`src/rtl/l_buffer_loader_pkg.sv`:
```
// Shared definitions for the latency-buffer loader.
// Holds the engine/literal sizing macros, payload types (node_t, dummy_entry_t),
// derived widths, the loader FSM state type and a helper that picks one
// engine's clause count out of the packed count bus.
`ifndef NUM_ENGINE
`define NUM_ENGINE 4
`endif
`ifndef LIT_IDX_MAX
`define LIT_IDX_MAX 16
`endif

package l_buffer_loader_pkg;

  localparam int NUM_ENGINE   = `NUM_ENGINE;
  localparam int LIT_IDX_MAX  = `LIT_IDX_MAX;
  localparam int CLAUSE_DEPTH = 1024;
  localparam int CA_W         = $clog2(CLAUSE_DEPTH);
  // Count width has one extra bit so a single engine may own the full depth.
  localparam int CNT_W        = CA_W + 1;
  localparam int ENG_W        = (NUM_ENGINE > 1) ? $clog2(NUM_ENGINE) : 1;
  localparam int PTR_ENTRIES  = 2 * LIT_IDX_MAX + 1;
  localparam int PTR_TOTAL    = NUM_ENGINE * PTR_ENTRIES;
  localparam int PA_W         = $clog2(PTR_TOTAL);

  typedef logic [31:0] node_t;
  typedef logic [15:0] dummy_entry_t;

  typedef enum logic [1:0] {
    ST_IDLE,
    ST_CLS,
    ST_PTR,
    ST_DRAIN
  } ldr_state_e;

  // Clause count of engine e from the packed per-engine count bus.
  function automatic logic [CNT_W-1:0] cnt_of(input logic [NUM_ENGINE*CNT_W-1:0] v,
                                             input int e);
    return v[e*CNT_W +: CNT_W];
  endfunction

endpackage

```
`src/rtl/l_buffer_loader_if.sv`:
```
// Bus bundle between the loader, its two preload memories and the latency buffer.
//  master: loader side (drives read requests and buffer load ports, receives read data)
//  slave : memory/buffer side (returns read data, observes requests and loads)
interface l_buffer_loader_if;
  import l_buffer_loader_pkg::*;

  logic [CA_W-1:0] clause_rd_addr;
  logic            clause_rd_en;
  node_t           clause_rd_data;
  logic [PA_W-1:0] ptr_rd_addr;
  logic            ptr_rd_en;
  dummy_entry_t    ptr_rd_data;
  node_t           clause_out;
  logic            load_clause_out;
  dummy_entry_t    ptr_out;
  logic            load_ptr_out;
  logic            load_change_engine_out;

  modport master (
    output clause_rd_addr, clause_rd_en, ptr_rd_addr, ptr_rd_en,
    input  clause_rd_data, ptr_rd_data,
    output clause_out, load_clause_out, ptr_out, load_ptr_out, load_change_engine_out
  );

  modport slave (
    input  clause_rd_addr, clause_rd_en, ptr_rd_addr, ptr_rd_en,
    output clause_rd_data, ptr_rd_data,
    input  clause_out, load_clause_out, ptr_out, load_ptr_out, load_change_engine_out
  );

endinterface

```
`src/rtl/l_buffer_loader_rd_stage.sv`:
```
// One-deep read-valid pipeline for a synchronous-read memory.
// A read issued in cycle t raises strobe in cycle t+1; data_out passes the
// memory's rd_data through while strobe is high and is 0 otherwise. The mark
// flag rides along with the issue slot and may be set without a read (used for
// marker-only cycles and for tagging the final pointer entry).
//  clock, reset : clock, synchronous active-low reset
//  issue        : read issued this cycle
//  mark_in      : side flag travelling with this slot
//  rd_data      : memory read data (valid the cycle after issue)
//  strobe       : delayed issue
//  mark         : delayed mark_in
//  data_out     : gated payload
module l_buffer_loader_rd_stage #(
  parameter type data_t = logic [31:0]
) (
  input  logic  clock,
  input  logic  reset,
  input  logic  issue,
  input  logic  mark_in,
  input  data_t rd_data,
  output logic  strobe,
  output logic  mark,
  output data_t data_out
);

  logic valid_q, valid_d;
  logic mark_q, mark_d;

  always_comb begin
    valid_d = issue;
    mark_d  = mark_in;
  end

  always_ff @(posedge clock) begin
    if (!reset) begin
      valid_q <= 1'b0;
      mark_q  <= 1'b0;
    end else begin
      valid_q <= valid_d;
      mark_q  <= mark_d;
    end
  end

  assign strobe   = valid_q;
  assign mark     = mark_q;
  assign data_out = valid_q ? rd_data : '0;

endmodule

```
`src/rtl/l_buffer_loader.sv`:
```
// Latency-buffer loader: on a start pulse, streams each engine's clause slice
// from the clause memory (with an engine-change marker on each engine's first
// clause), then every engine's pointer table from the pointer memory.
//  clock, reset   : clock, synchronous active-low reset
//  start          : 1-cycle pulse, begins a session when idle
//  pause          : holds off new reads while high
//  clause_cnt_in  : packed per-engine clause counts, sampled at start
//  bus (master)   : memory read ports and buffer load ports
//  busy           : session in progress
//  done           : pulse with the final pointer load
module l_buffer_loader
  import l_buffer_loader_pkg::*;
(
  input  logic                        clock,
  input  logic                        reset,
  input  logic                        start,
  input  logic                        pause,
  input  logic [NUM_ENGINE*CNT_W-1:0] clause_cnt_in,
  l_buffer_loader_if.master           bus,
  output logic                        busy,
  output logic                        done
);

  ldr_state_e       state_q, state_d;
  logic [ENG_W-1:0] eng_q, eng_d;
  logic [CNT_W-1:0] rem_q, rem_d;
  logic             mark_q, mark_d;     // current engine still owes its marker
  logic [CA_W-1:0]  caddr_q, caddr_d;
  logic [PA_W-1:0]  paddr_q, paddr_d;
  logic             first_q, first_d;   // first session since reset
  logic [CNT_W-1:0] cnt_q [NUM_ENGINE];
  logic [CNT_W-1:0] cnt_d [NUM_ENGINE];

  logic cls_issue, cls_mark, ptr_issue, ptr_last, advance;
  logic ptr_strobe, ptr_mark;

  always_comb begin
    state_d   = state_q;
    eng_d     = eng_q;
    rem_d     = rem_q;
    mark_d    = mark_q;
    caddr_d   = caddr_q;
    paddr_d   = paddr_q;
    first_d   = first_q;
    cnt_d     = cnt_q;
    cls_issue = 1'b0;
    cls_mark  = 1'b0;
    ptr_issue = 1'b0;
    ptr_last  = 1'b0;
    advance   = 1'b0;

    case (state_q)
      ST_IDLE: begin
        if (start) begin
          state_d = ST_CLS;
          eng_d   = '0;
          rem_d   = cnt_of(clause_cnt_in, 0);
          // Engine 0 only wraps the buffer's indicator once it has been loaded before.
          mark_d  = !first_q;
          caddr_d = '0;
          paddr_d = '0;
          for (int i = 0; i < NUM_ENGINE; i++) begin
            cnt_d[i] = cnt_of(clause_cnt_in, i);
          end
        end
      end

      ST_CLS: begin
        if (!pause) begin
          if (rem_q == '0) begin
            // Empty engine: spend one slot on the marker alone (if owed), no read.
            cls_mark = mark_q;
            advance  = 1'b1;
          end else begin
            cls_issue = 1'b1;
            cls_mark  = mark_q;
            mark_d    = 1'b0;
            rem_d     = rem_q - CNT_W'(1);
            caddr_d   = caddr_q + CA_W'(1);
            advance   = (rem_q == CNT_W'(1));
          end
          if (advance) begin
            if (eng_q == ENG_W'(NUM_ENGINE - 1)) begin
              state_d = ST_PTR;
            end else begin
              eng_d  = eng_q + ENG_W'(1);
              rem_d  = cnt_q[eng_q + ENG_W'(1)];
              mark_d = 1'b1;
            end
          end
        end
      end

      ST_PTR: begin
        if (!pause) begin
          ptr_issue = 1'b1;
          paddr_d   = paddr_q + PA_W'(1);
          if (paddr_q == PA_W'(PTR_TOTAL - 1)) begin
            ptr_last = 1'b1;
            first_d  = 1'b0;
            state_d  = ST_DRAIN;
          end
        end
      end

      // Last pointer read lands this cycle.
      ST_DRAIN: state_d = ST_IDLE;

      default: state_d = ST_IDLE;
    endcase
  end

  always_ff @(posedge clock) begin
    if (!reset) begin
      state_q <= ST_IDLE;
      eng_q   <= '0;
      rem_q   <= '0;
      mark_q  <= 1'b0;
      caddr_q <= '0;
      paddr_q <= '0;
      first_q <= 1'b1;
    end else begin
      state_q <= state_d;
      eng_q   <= eng_d;
      rem_q   <= rem_d;
      mark_q  <= mark_d;
      caddr_q <= caddr_d;
      paddr_q <= paddr_d;
      first_q <= first_d;
    end
  end

  genvar gi;
  generate
    for (gi = 0; gi < NUM_ENGINE; gi++) begin : g_cnt
      always_ff @(posedge clock) begin
        if (!reset) cnt_q[gi] <= '0;
        else        cnt_q[gi] <= cnt_d[gi];
      end
    end
  endgenerate

  // Addresses are held at 0 whenever no read is issued.
  assign bus.clause_rd_en   = cls_issue;
  assign bus.clause_rd_addr = cls_issue ? caddr_q : '0;
  assign bus.ptr_rd_en      = ptr_issue;
  assign bus.ptr_rd_addr    = ptr_issue ? paddr_q : '0;

  l_buffer_loader_rd_stage #(.data_t(node_t)) u_cls_stage (
    .clock    (clock),
    .reset    (reset),
    .issue    (cls_issue),
    .mark_in  (cls_mark),
    .rd_data  (bus.clause_rd_data),
    .strobe   (bus.load_clause_out),
    .mark     (bus.load_change_engine_out),
    .data_out (bus.clause_out)
  );

  // On the pointer stage the mark flag tags the final entry of the session.
  l_buffer_loader_rd_stage #(.data_t(dummy_entry_t)) u_ptr_stage (
    .clock    (clock),
    .reset    (reset),
    .issue    (ptr_issue),
    .mark_in  (ptr_last),
    .rd_data  (bus.ptr_rd_data),
    .strobe   (ptr_strobe),
    .mark     (ptr_mark),
    .data_out (bus.ptr_out)
  );

  assign bus.load_ptr_out = ptr_strobe;
  assign done             = ptr_strobe & ptr_mark;
  assign busy             = (state_q != ST_IDLE);

endmodule

```
`src/flat_wrapper.sv`:
```
// flat-port wrapper written by rule: the top's interface ports become plain ports
module l_buffer_loader_flat import l_buffer_loader_pkg::*;
  (clock, reset, start, pause, clause_cnt_in, busy, done, bus_clause_rd_addr, bus_clause_rd_en, bus_ptr_rd_addr, bus_ptr_rd_en, bus_clause_rd_data, bus_ptr_rd_data, bus_clause_out, bus_load_clause_out, bus_ptr_out, bus_load_ptr_out, bus_load_change_engine_out);
  l_buffer_loader_if bus_i ();
  input  logic clock;
  input  logic reset;
  input  logic start;
  input  logic pause;
  input  logic [NUM_ENGINE*CNT_W-1:0] clause_cnt_in;
  output logic busy;
  output logic done;
  output wire logic [$bits(bus_i.clause_rd_addr)-1:0] bus_clause_rd_addr;
  output wire logic [$bits(bus_i.clause_rd_en)-1:0] bus_clause_rd_en;
  output wire logic [$bits(bus_i.ptr_rd_addr)-1:0] bus_ptr_rd_addr;
  output wire logic [$bits(bus_i.ptr_rd_en)-1:0] bus_ptr_rd_en;
  input wire logic [$bits(bus_i.clause_rd_data)-1:0] bus_clause_rd_data;
  input wire logic [$bits(bus_i.ptr_rd_data)-1:0] bus_ptr_rd_data;
  output wire logic [$bits(bus_i.clause_out)-1:0] bus_clause_out;
  output wire logic [$bits(bus_i.load_clause_out)-1:0] bus_load_clause_out;
  output wire logic [$bits(bus_i.ptr_out)-1:0] bus_ptr_out;
  output wire logic [$bits(bus_i.load_ptr_out)-1:0] bus_load_ptr_out;
  output wire logic [$bits(bus_i.load_change_engine_out)-1:0] bus_load_change_engine_out;
  assign bus_clause_rd_addr = bus_i.clause_rd_addr;
  assign bus_clause_rd_en = bus_i.clause_rd_en;
  assign bus_ptr_rd_addr = bus_i.ptr_rd_addr;
  assign bus_ptr_rd_en = bus_i.ptr_rd_en;
  assign bus_i.clause_rd_data = bus_clause_rd_data;
  assign bus_i.ptr_rd_data = bus_ptr_rd_data;
  assign bus_clause_out = bus_i.clause_out;
  assign bus_load_clause_out = bus_i.load_clause_out;
  assign bus_ptr_out = bus_i.ptr_out;
  assign bus_load_ptr_out = bus_i.load_ptr_out;
  assign bus_load_change_engine_out = bus_i.load_change_engine_out;
  l_buffer_loader u_core (.clock(clock), .reset(reset), .start(start), .pause(pause), .clause_cnt_in(clause_cnt_in), .bus(bus_i), .busy(busy), .done(done));
endmodule
```
`config.mk`:
```
export PLATFORM = sky130hd
export DESIGN_NAME = l_buffer_loader_flat
export DESIGN_NICKNAME = d
export VERILOG_FILES = /design/src/rtl/l_buffer_loader_pkg.sv /design/src/rtl/l_buffer_loader_if.sv /design/src/rtl/l_buffer_loader_rd_stage.sv /design/src/rtl/l_buffer_loader.sv /design/src/flat_wrapper.sv
export SDC_FILE = /design/constraint.sdc
export NUM_CORES = 1
export LEC_CHECK = 0
export ABC_AREA = 1
export CORE_UTILIZATION = 41
export CTS_BUF_LIST = sky130_fd_sc_hd__clkbuf_16
export DETAILED_ROUTE_END_ITERATION = 12
export GPL_TIMING_DRIVEN = 0
export HOLD_SLACK_MARGIN = 0.1
export PLACE_DENSITY = 0.74
export SYNTH_ARGS = -nofsm -noshare
export SYNTH_HDL_FRONTEND = slang
export SYNTH_SLANG_ARGS = --single-unit
```
`constraint.sdc`:
```
create_clock -name clock -period 2.25 [get_ports clock]
set_clock_uncertainty 0.15 [all_clocks]
set_input_delay 0.45 -clock clock [delete_from_list [all_inputs] [get_ports clock]]
set_output_delay 0.45 -clock clock [all_outputs]
set_load 0.05 [all_outputs]
```
; Word-level counts from Yosys, hierarchy flattened
; Cells that the tools add are included.
[totals]
output_inout_bits = 73
input_bits = 96
word_cells = 102
register_bits = 83
[op_classes]
n_eq_ne = 14
magnitude_cmp = 1
n_reduce_logical = 15
mux = 47
add_sub_neg = 4
bitwise = 6
[ops]
columns = operator, count
row1 = $mux 11, 7
row2 = $mux 10, 4
row3 = $mux 32, 1
row4 = $mux 8, 3
row5 = $bmux 11 s2, 1
row6 = $pmux 11 s2, 1
row7 = $mux 2, 10
row8 = $pmux 10 s2, 1
row9 = $mux 16, 1
row10 = $pmux 8 s2, 1
row11 = $mux 1, 14
row12 = $eq 11x1->1 const B, 1
row13 = $logic_not 11->1, 1
row14 = $sub 11x1->11 const B, 1
row15 = $add 10x1->10 const B, 1
row16 = $ne 2x2->1 const B, 5
row17 = $reduce_and 3->1, 3
row18 = $add 8x1->8 const B, 1
row19 = $eq 8x8->1 const B, 1
row20 = $pmux 2 s4, 1
row21 = $eq 2x2->1 const B, 3
row22 = $ne 2x1->1 const B, 3
row23 = $reduce_and 6->1, 1
row24 = $reduce_bool 2->1, 3
row25 = other kinds (14), 18

; Logic depth before layout (Yosys ltp)
[depth]
word_depth = 9
ltp_mapped = 12

; By module
; A second synthesis with hierarchy kept.
[unflattened]
hier_cells = 791
hier_area_um2 = 4864.7
[modules_own_cells]
columns = module, seq_area_each_um2, cells_each, instances, area_per_inst_um2
row1 = l_buffer_loader, 1581.5, 678, 1, 4316.6
row2 = l_buffer_loader_rd_stage (u_core.u_cls_stage), 40.0, 73, 1, 329.1
row3 = l_buffer_loader_rd_stage (u_core.u_ptr_stage), 40.0, 40, 1, 219.0

; Least setup slack after synthesis
; OpenSTA, ideal clock, no wires.
[synth_path]
path_type = reg-to-output
start = reg u_core.state_q[1]
end = out bus_clause_rd_addr[0]
t_required_ns = 1.650
arrival_ns = 2.613
slack_ns = -0.963
path_stages_with_launch = 8
path_buffers = 1
path_cell_list = dfxtp_1 -> inv_1 -> ha_1 -> clkinv_1 -> nor3_2 -> inv_1 -> buf_2 -> nor2_1
[synth_between]
elab_chain_len = 3
[synth_lines]
columns = item, line
row1 = start: declaration, l_buffer_loader.sv:24  ; ldr_state_e state_q, state_d;
row2 = start signal: assignment, l_buffer_loader.sv:123  ; state_q <= state_d;
row3 = $eq 2x1->1, l_buffer_loader.sv:52  ; case (state_q)
row4 = $mux 1, l_buffer_loader.sv:52
row5 = named net bus_clause_rd_en, flat_wrapper.sv:13  ; output wire logic [$bits(bus_i.clause_rd_en)-1:0] bus_clause_rd_en;
row6 = $mux 10, l_buffer_loader.sv:145  ; assign bus.clause_rd_addr = cls_issue ? caddr_q : '0;
row7 = end: declaration, flat_wrapper.sv:12  ; output wire logic [$bits(bus_i.clause_rd_addr)-1:0] bus_clause_rd_addr;
; The timed path passes the listed nets, and every way through them passes these cells.

; Worst setup path after layout
[layout_path]
start = reg u_core.state_q[1]
end = out bus_clause_rd_addr[3]
[layout_between]
elab_chain_len = 3
[layout_lines]
columns = item, line
row1 = $eq 2x1->1, l_buffer_loader.sv:52
row2 = $mux 1, l_buffer_loader.sv:52
row3 = $mux 10, l_buffer_loader.sv:145
; Every way passes these cells.

==> results.yml <==
status:
  status: "finished with violations"
  violations: "setup timing"
pwr:
  power_density_nw_per_um2: 1130
  p_leak_nw: 3.39
  p_switching_w: 0.00383
  clockPowerShare: 0.186
  pwr-share-comb: 0.558
  vdd_drop_max_mv: 0.797
  pwr-share-seq: 0.255
  internal-power_w: 0.00450
  p_sw_frac: 0.460
  p_total_w: 0.00834
finish:
  fin_nets: 1051
  area_delta_synth_final_pct: 55.7
  diodes: 0
  drive_gt1_frac: 0.185
  final_area_um2: 7400
  fillers: 965
yosys:
  synth.ff_latch_count: 83
  avgSynthCellArea_um2: 6.34
  synth_xor_area_frac: 0.00184
  async_reset_ff_frac: 0
  syn-cell-area_um2: 4750
  synth_top_family_by_area: "simple AND/OR/NAND/NOR gates"
  syn_inst: 750
  synth_cell_types: 38
  synthTopCellsByArea: "dfxtp_1 (35%), nand2_1 (12%), nor2_1 (11%)"
  synthAdderAreaFrac: 0.0237
  synth_top_area_frac: 0.350
  yosys.area_share.simple: 0.341
  synth_ff_type: "dfxtp_1"
  yosysWarnings: 0
  yosysSeqAreaShare: 0.350
  synth_area_leader_cell: "dfxtp_1"
  synth_nets: 855
  synth_compound_area_frac: 0.165
  synthMuxAreaShare: 0
  synth_edf_count: 0
setup_path:
  critical_path_arrival_ns: 1.75
  cp-start-kind: "flop"
  crit_fanout: 5
  cp.buffers_inverters: 5
  crit_path_frequent_cell: "inv_2"
  crit_start: "u_core.state_q[1]"
  critical-path-top-delay-family: "buffers and inverters"
  cpMaxStageDelayCell: "dfxtp_2"
  reg2reg_from: "u_core.state_q[0]"
  worst-path-stages: 8
  required_ns: 1.65
  worst-setup-path-type: "flop to output pin"
  crit_path_end_kind: "output pin"
  worstPathCellList: "inv_2, ha_4, clkinv_8, nor3_4, inv_2, clkbuf_16, nor2_4, buf_8"
  reg2reg_depth: 11
  cpPeakStageDelay_ns: 0.33
sta:
  finalHoldViolCount: 0
  fmaxAchievable_mhz: 425
  setup_viol: 10
  fin_crit_sh: 1.04
  worst_pin_slew_ns: 0.536
  max_slew_margin: 0.639
  drv_slew: 0
  min_period_ns: 2.35
  rsz0062_at_grt: "yes"
  fin_ws_ns: -0.100
clocking:
  cts_num_sinks: 83
  cts_made_buffers: 9
  path_clk_slew_ns: 0.06
  clk-insertion-delay-late_ns: 0.34
  cts_tree: "yes"
  cts_max_path_buffers: 2
  h-tree-depth: 3
  cts-root-buf: "clkbuf_16"
min_path:
  hold_path.class: "flop to flop"
  hold_start: "u_core.first_q"
  min_path_cells: 2
global_routing:
  antenna_found_initial: 0
  grt_overflow: 0
  grt_max_degree: 14
  grt_util_all_layers: 0.263
  grt_pass1_vias: 5165
  grt_pass1_wl_mm: 24.5
drt:
  drc: 0
  ant_nets: 0
  firstDrtPassIters: 5
  avgRoutedWirePerCell_um: 14.7
  drt-initial-drc-count: 413
  drt-vias-per-instance: 5.16
  routed_wl_mm: 16.1
  vias: 5630
die:
  die-area_um2: 12000
  rows: 38
  dieWidth_um: 110
  ios: 169
  die_y_um: 110
  initial_utilization: 0.429
  core_area_um2: 11100
place:
  dp_hpwl_mm: 12.5
  portBuffers: 168
  placed_area_um2: 6830
  gp_congestion: 0.900
run:
  max_cap_viol_count: 0
power groups by stage:
stage	registers (W)	clock network, W	logic, W
after global placement	0.00209	0	0.00414
after detailed placement	0.00211	0	0.00426
after CTS	0.00209	0.00155	0.00442
final	0.00213	0.00155	0.00465
after global routing	0.00216	0.00162	0.00511
after floorplan	0.00205	0	0.00318
synthesized netlist by cell type, types with 2 or more instances:
master and n:
nand3_1 29, or2_2 4, nor2_8 2, o21ai_0 80
nand4_1 14, nor3_2 3, nor3_1 11, nor3b_2 2
buf_6 2, ha_1 9, a21oi_1 47, clkbuf_1 25
buf_1 2, nor4_1 3, nor3b_1 2, nand2_4 2
inv_1 103, o22ai_1 8, nor2_1 137, nor2_2 3
nor2_4 3, inv_2 2, o211ai_1 6, o21ai_1 2
dfxtp_1 83, nand2_1 148, buf_2 7
per-layer routing:
layer | vias to the layer above | share of wire | global-route usage
li1 | 2764 | - | -
met1 | 2594 | 0.39 | 0.305
met2 | 250 | 0.52 | 0.499
met3 | 22 | 0.074 | 0.0332
met4 | 0 | 0.016 | 0.0771
met5 | - | 0 | 0
placed cells by master, fill, tap and decap left out, drive strengths merged:
master / synthesis / final
clkinv: 2 / 5
a22oi: 1 / 1
bufinv: 0 / 2
a21oi: 49 / 49
buf: 11 / 54
clkdlybuf4s50: 0 / 96
dlygate4sd2: 0 / 11
clkdlybuf4s15: 0 / 32
clkbuf: 25 / 37
o22ai: 8 / 8
nand2: 151 / 151
inv: 106 / 108
o211ai: 6 / 6
nor3: 14 / 14
o21ai: 83 / 83
xor2: 1 / 1
nor2: 145 / 145
nor4b: 1 / 1
or2: 4 / 4
nand3: 30 / 30
nor4: 3 / 3
nor3b: 4 / 4
ha: 9 / 9
nand4: 14 / 14
dfxtp: 83 / 83
metrics by stage:
step	hold WS [ns]	setup WS (ns)	TNS, ns	utilization	instances
3_5_place_dp	0.298	-0.857	-31.14	0.616	1058
3_3_place_gp	0.297	-0.837	-29.20	0.616	1058
6_report	0.305	-0.100	-0.803	0.668	1091
5_1_grt	0.350	-0.167	-1.46	0.668	1091
4_1_cts	0.308	-0.164	-1.45	0.659	1081
2_1_floorplan	0.279	-0.0726	-0.517	-	750
area by class of cell:
type / instances / area (um2) / share of cell area
Buffer: 35 / 204 / 0.0276
Clock inverter: 7 / 85.1 / 0.0115
Clock buffer: 9 / 225 / 0.0304
Timing Repair Buffer: 186 / 1870 / 0.252
Tap cell: 140 / 175 / 0.0237
Sequential cell: 83 / 1670 / 0.226
Multi-Input combinational cell: 523 / 2740 / 0.371
Inverter: 108 / 427 / 0.0577
registers in the layout, summed over array words and instances (netlist names):
signal and cells:
u_core.rem_q 11, u_core.u_ptr_stage.strobe 1, u_core.u_ptr_stage.mark 1, u_core.mark_q 1, u_core.first_q 1, u_core.cnt_q 44
u_core.u_cls_stage.mark 1, u_core.paddr_q 8, u_core.u_cls_stage.strobe 1, u_core.state_q 2, u_core.caddr_q 10, u_core.eng_q 2
cell families (layout without fill, tap and decap cells):
logic type | Yosys count | after routing
simple gates | 366 | 366
compound gates | 147 | 147
xor+xnor | 1 | 1
flops | 83 | 83
buf+inv | 144 | 345
fa+ha+maj | 9 | 9
path summary, 6_finish.rpt:
path,slack (ns),endpoint
worst min register to register,0.30,u_core.first_q
worst min-delay path,0.30,u_core.first_q
worst max-delay path,-0.10,bus_clause_rd_addr[3]
worst max register to register,0.15,u_core.caddr_q[2]
worst reg2reg max path, delay by kind of cell, from the launching register on:
kind / cells / cell delay [ns]
fa+ha+maj: 1 / 0.24
buf+inv: 5 / 0.50
compound gates: 1 / 0.27
flops: 1 / 0.37
simple gates: 4 / 0.45
repair_timing:
| action | 4_1_cts | 5_1_grt |
|---|---|---|
| gates resized for setup | 284 | 45 |
| setup endpoints to repair | 71 | 50 |
| pin swaps | 2 | 2 |
| hold buffers | 0 | 0 |
| buffers inserted | 6 | 10 |
| gates cloned | 1 | 1 |
| endpoints found under the hold margin | 0 | 0 |
No activity file was read; power rests on OpenSTA's default activity.
